===== config.mk =====
export PLATFORM = sky130hd
export DESIGN_NAME = irq_arbiter
export DESIGN_NICKNAME = d
export VERILOG_FILES = /design/src/rtl/irq_arbiter_pkg.sv /design/src/rtl/irq_prio_enc.sv /design/src/rtl/irq_arbiter.sv
export SDC_FILE = /design/constraint.sdc
export NUM_CORES = 1
export LEC_CHECK = 0
export ABC_AREA = 0
export BUFFER_PORTS_ARGS = -buffer_cell sky130_fd_sc_hd__buf_4
export CORE_ASPECT_RATIO = 1.75
export CORE_MARGIN = 2
export CORE_UTILIZATION = 45
export CTS_CLUSTER_SIZE = 10
export DETAILED_ROUTE_END_ITERATION = 6
export MAX_ROUTING_LAYER = met4
export PLACE_DENSITY = 0.77
export SYNTH_ARGS = -nofsm -noshare
export SYNTH_HDL_FRONTEND = slang
export SYNTH_SLANG_ARGS = --single-unit

===== constraint.sdc =====
create_clock -name clk -period 1.4 [get_ports clk]
set_input_delay 0.42 -clock clk [delete_from_list [all_inputs] [get_ports clk]]
set_output_delay 0.42 -clock clk [all_outputs]
set_load 0.02 [all_outputs]

===== src/rtl/irq_arbiter_pkg.sv =====
// Shared FSM encoding and CP0 register index for the interrupt arbiter.
// Latency: n/a (types only); backpressure: n/a.
package irq_arbiter_pkg;

    typedef enum logic [1:0] {
        IRQ_ST_IDLE = 2'd0,
        IRQ_ST_REQ  = 2'd1,
        IRQ_ST_SVC  = 2'd2
    } irq_state_t;

    // CP0 register number that holds the interrupt mask
    localparam logic [4:0] CP0_IMR = 5'd22;

endpackage


===== src/rtl/irq_prio_enc.sv =====
// Fixed-priority encoder: lowest set request bit wins.
// Latency: combinational; backpressure: none.
module irq_prio_enc #(
    parameter int N_SRC = 8,
    parameter int ID_W  = 3
) (
    input  logic [N_SRC-1:0] req,
    output logic [ID_W-1:0]  idx,
    output logic             vld
);

    always_comb begin
        idx = '0;
        for (int i = N_SRC - 1; i >= 0; i--) begin
            if (req[i]) begin
                idx = ID_W'(i);
            end
        end
    end

    assign vld = |req;

endmodule


===== src/rtl/irq_arbiter.sv =====
// Edge-latched, maskable, fixed-priority interrupt arbiter feeding CP0 ir_in.
// Latency: edge at k -> pending after k -> ir_out after k+1; holds request until ir_ack, next grant only after eret.
module irq_arbiter
    import irq_arbiter_pkg::*;
#(
    parameter int               N_SRC    = 8,
    parameter int               ID_W     = 3,
    parameter logic [N_SRC-1:0] MASK_RST = '0
) (
    input  logic             clk,
    input  logic             rst,
    input  logic [N_SRC-1:0] irq_src,
    input  logic             mask_we,
    input  logic [N_SRC-1:0] mask_wdata,
    output logic [N_SRC-1:0] mask,
    output logic [N_SRC-1:0] pending,
    output logic             ir_out,
    input  logic             ir_ack,
    input  logic             eret,
    output logic [ID_W-1:0]  irq_id,
    output logic             busy
);

    irq_state_t       state, state_nxt;
    logic [N_SRC-1:0] src_prev;
    logic [N_SRC-1:0] rise;
    logic [N_SRC-1:0] clr;
    logic [N_SRC-1:0] pending_nxt;
    logic [ID_W-1:0]  win_id;
    logic             win_vld;
    logic             ir_out_nxt;
    logic             busy_nxt;
    logic [ID_W-1:0]  irq_id_nxt;

    assign rise = irq_src & ~src_prev;

    always_comb begin
        clr = '0;
        for (int i = 0; i < N_SRC; i++) begin
            clr[i] = (state == IRQ_ST_REQ) && ir_ack && (irq_id == ID_W'(i));
        end
    end

    // A fresh edge on the bit being acknowledged survives the clear
    assign pending_nxt = rise | (pending & ~clr);

    irq_prio_enc #(
        .N_SRC (N_SRC),
        .ID_W  (ID_W)
    ) u_prio_enc (
        .req (pending & mask),
        .idx (win_id),
        .vld (win_vld)
    );

    always_comb begin
        state_nxt  = state;
        ir_out_nxt = ir_out;
        busy_nxt   = busy;
        irq_id_nxt = irq_id;
        case (state)
            IRQ_ST_IDLE: begin
                if (win_vld) begin
                    irq_id_nxt = win_id;
                    ir_out_nxt = 1'b1;
                    busy_nxt   = 1'b1;
                    state_nxt  = IRQ_ST_REQ;
                end
            end
            IRQ_ST_REQ: begin
                if (ir_ack) begin
                    ir_out_nxt = 1'b0;
                    state_nxt  = IRQ_ST_SVC;
                end
            end
            IRQ_ST_SVC: begin
                ir_out_nxt = 1'b0;
                if (eret) begin
                    busy_nxt  = 1'b0;
                    state_nxt = IRQ_ST_IDLE;
                end
            end
            default: begin
                ir_out_nxt = 1'b0;
                busy_nxt   = 1'b0;
                state_nxt  = IRQ_ST_IDLE;
            end
        endcase
    end

    always_ff @(posedge clk) begin
        if (rst) begin
            mask     <= MASK_RST;
            pending  <= '0;
            src_prev <= '0;
            state    <= IRQ_ST_IDLE;
            ir_out   <= 1'b0;
            irq_id   <= '0;
            busy     <= 1'b0;
        end else begin
            if (mask_we) begin
                mask <= mask_wdata;
            end
            pending  <= pending_nxt;
            src_prev <= irq_src;
            state    <= state_nxt;
            ir_out   <= ir_out_nxt;
            irq_id   <= irq_id_nxt;
            busy     <= busy_nxt;
        end
    end

endmodule


==> metrics.yaml <==
final_util: 0.653
tritoncts: "done"
min_delay_src: "irq_src[4]"
ys_types: 29
worst-setup-path-type: "register to output port"
timing.reg2reg.worst_path_depth: 4
critical_path.slowest_cell: "sky130_fd_sc_hd__dfxtp_1"
worst-r2r-setup-slack_ns: 0.14
synthToLayoutAreaGrowth_pct: 36.4
maxcap_viol_count: 0
grt_start_max_net_pins: 22
antenna-diode-count: 0
synthDominantAreaCellType: "sky130_fd_sc_hd__dfxtp_1"
worstSkewPairLatency_ns: 0.28
dr_total_vias: 1082
power.total_w: 0.00212
clkSlewWorstSetupHoldPaths_ns: 0.06
global_placer_s_final_weighted_congestion: 0.800
worstPathCellList: "buf_4"
fp.dieArea_mm2: 0.00309
syn-instance-count: 126
power_density_mw_per_mm2: 1310
drt_pass1_iterations: 4
worstPathArrival_ns: 0.93
post_synthesis_instance_area_mm2: 0.00119
p_leak_nw: 0.730
run_status: "complete, no violations"
io-pin-count: 42
area_of_the_multi_input_gates_um2: 543
port-buffer-count: 41
groute.usage.overall: 0.217
fillCellCount: 227
fp.coreArea_mm2: 0.00249
ant_nets: 0
die_w_um: 42.9
synthesis.yosys.warnings: 0
ctsHoldBuffers: 0
totalWireLength_mm: 2.92
die_h_um: 72.1
wire_length_of_the_first_global_routing_pass_mm: 4.67
largest_fanout_on_the_critical_path: 7
overflow: 0
finalSetupViolations: 0
worstSetupStartpointType: "register"
holdPathEnd: "src_prev[4]"
cts_max_path_buffers: 2
hold_depth: 2
synth_ff_type: "sky130_fd_sc_hd__dfxtp_1"
max-vdd-ir-drop_mv: 0.868
clock_tree_root_buffer_cell: "sky130_fd_sc_hd__clkbuf_8"
hold_viol_final: 0
starting_density_of_the_core: 0.478
synth.most_common_cell: "sky130_fd_sc_hd__dfxtp_1"
drt-initial-drc-count: 20
worst_path_largest_cell_delay_ns: 0.46
cp_endpoint_kind: "output port"
final_min_period_over_clock_period: 0.967
viasPerCell: 5.44
worst_path_dominant_cell_family: "flip-flops"
rsz0062_at_grt: "no"
timing.slew.headroom: 0.692
place_hpwl_mm: 2.21
postCtsResizedCells: 0
r2r_start: "pending[3]"
clock-sinks: 31
post_route_cells_drive_above_1_share: 0.306
syn_avg_cell_area_um2: 9.46
seq_area_um2: 621
worst_slew_pin_tran_ns: 0.451
post-route-min-period_ns: 1.35
post_cts.repair.setup_buffers: 0
grt_antenna_before_repair: 0
netlist_top_cells_area: "sky130_fd_sc_hd__dfxtp_1 (52%), sky130_fd_sc_hd__mux2i_1 (6.7%), sky130_fd_sc_hd__a21oi_1 (5.9%), sky130_fd_sc_hd__nand2b_1 (4.7%), sky130_fd_sc_hd__nor2b_1 (4.2%)"
synth_nets: 147
synth_seq_cells: 31
cts-htree-levels: 2
cp_num_buf_inv: 1
number_of_global_route_vias_before_repair: 1118
wl_per_cell_um: 14.7
reg2reg_to: "irq_id[1]"
post_synthesis_sequential_area_ratio: 0.520
fin_worst_skew_ns: 0.00378
netlist_top_cells_count: "sky130_fd_sc_hd__dfxtp_1 (31), sky130_fd_sc_hd__a21oi_1 (14), sky130_fd_sc_hd__nand2_1 (12)"
final.setup.tns_ns: 0
synth_edf_count: 0
cts-buffers-inserted: 5
cp.required_ns: 0.98
timing_max_transition_violations_final: 0
share_of_the_synthesized_area_in_the_top_cell_type: 0.520
nets: 193
detail_route.drc_violations: 0
hold_class: "primary input to register"
core.rowCount: 24
fmaxAchievable_ghz: 0.739
synthArstFlopShare: 0
routing by layer:
metal / up-vias / track usage / routed length, um
li1: 533 / - / -
met1: 504 / 0.185 / 1030
met2: 39 / 0.394 / 1630
met3: 6 / 0.0697 / 186
met4: 0 / 0.125 / 72
met5: - / - / 0
power by group:
part | internal (W) | total, W | leakage [nW] | switching (W)
Sequential | 0.000951 | 0.00102 | 0.257 | 0.0000664
Clock | 0.000448 | 0.000754 | 0.0515 | 0.000307
Combinational | 0.000170 | 0.000354 | 0.421 | 0.000184
worst max path at each step:
stage                         start         to  slack, ns  cells past startpoint
after floorplan             mask[5]  irq_id[1]       0.19                      4
after global placement          rst  irq_id[0]       0.12                      3
after CTS                 irq_id[0]  irq_id[0]       0.04                      1
after global routing      irq_id[0]  irq_id[0]      0.001                      1
final                     irq_id[0]  irq_id[0]       0.05                      1
after detailed placement        rst  irq_id[0]        0.1                      3
worst reg2reg max path, cell delays in order, from the launching register on:
cell                       delay, ns
sky130_fd_sc_hd__dfxtp_1        0.35
sky130_fd_sc_hd__a22oi_1        0.29
sky130_fd_sc_hd__nand4_1        0.19
sky130_fd_sc_hd__nand2_1        0.19
sky130_fd_sc_hd__a221oi_1       0.11
final cells by class:
type / count / area share
flip-flops and latches: 31 / 0.382
well taps: 26 / 0.0200
inverters: 2 / 0.00462
clock buffers: 8 / 0.0615
multi-input cells: 89 / 0.334
repair buffers: 43 / 0.198
per-stage QoR:
stage | instances | cell area (um^2) | worst slack (ns) | hold WS, ns
2_1_floorplan | 126 | 1190 | 0.186 | 0.459
6_report | 199 | 1630 | 0.0463 | 0.359
3_3_place_gp | 191 | 1530 | 0.117 | 0.453
5_1_grt | 199 | 1630 | 0.00107 | 0.376
4_1_cts | 199 | 1630 | 0.0373 | 0.354
3_5_place_dp | 191 | 1530 | 0.0963 | 0.469
cell usage in the layout (no fill, tap or decap):
| cell | synthesis | layout |
|---|---|---|
| sky130_fd_sc_hd__mux2i_1 | 8 | 8 |
| sky130_fd_sc_hd__dfxtp_1 | 31 | 31 |
| sky130_fd_sc_hd__clkbuf_8 | 0 | 7 |
| sky130_fd_sc_hd__o21ai_0 | 2 | 2 |
| sky130_fd_sc_hd__or2b_1 | 1 | 1 |
| sky130_fd_sc_hd__or3b_1 | 1 | 1 |
| sky130_fd_sc_hd__nor2b_1 | 8 | 8 |
| sky130_fd_sc_hd__nand2_1 | 12 | 12 |
| sky130_fd_sc_hd__a211oi_1 | 1 | 1 |
| sky130_fd_sc_hd__a21oi_1 | 14 | 14 |
| sky130_fd_sc_hd__nand2b_1 | 9 | 9 |
| sky130_fd_sc_hd__o31ai_1 | 1 | 1 |
| sky130_fd_sc_hd__nand4_1 | 1 | 1 |
| sky130_fd_sc_hd__o21ai_1 | 7 | 7 |
| sky130_fd_sc_hd__nor2_1 | 9 | 9 |
| sky130_fd_sc_hd__inv_1 | 2 | 2 |
| sky130_fd_sc_hd__nand4b_1 | 1 | 1 |
| sky130_fd_sc_hd__a221oi_1 | 1 | 1 |
| sky130_fd_sc_hd__nand3b_1 | 2 | 2 |
| sky130_fd_sc_hd__or2_4 | 1 | 1 |
| sky130_fd_sc_hd__a31o_1 | 1 | 1 |
| sky130_fd_sc_hd__a22oi_1 | 4 | 4 |
| sky130_fd_sc_hd__o31ai_2 | 1 | 1 |
| sky130_fd_sc_hd__a32oi_1 | 2 | 2 |
| sky130_fd_sc_hd__nor2_2 | 1 | 1 |
| sky130_fd_sc_hd__clkbuf_1 | 1 | 1 |
| sky130_fd_sc_hd__a2111oi_0 | 1 | 1 |
| sky130_fd_sc_hd__buf_4 | 0 | 43 |
flip-flops by register name, summed over array words and instances (netlist names):
signal    cells
irq_id        3
ir_out        1
state         2
src_prev      8
mask          8
pending       8
busy          1
cell families (layout without fill, tap and decap cells):
kind of cell	count (synthesis)	after routing	synth area share
and+or+nand+nor	46	46	0.207
AOI/OAI and AO/OA	35	35	0.182
DFF	31	31	0.520
muxes	8	8	0.0672
buffers and inverters	6	53	0.0241
No activity file was read; power rests on OpenSTA's default activity.
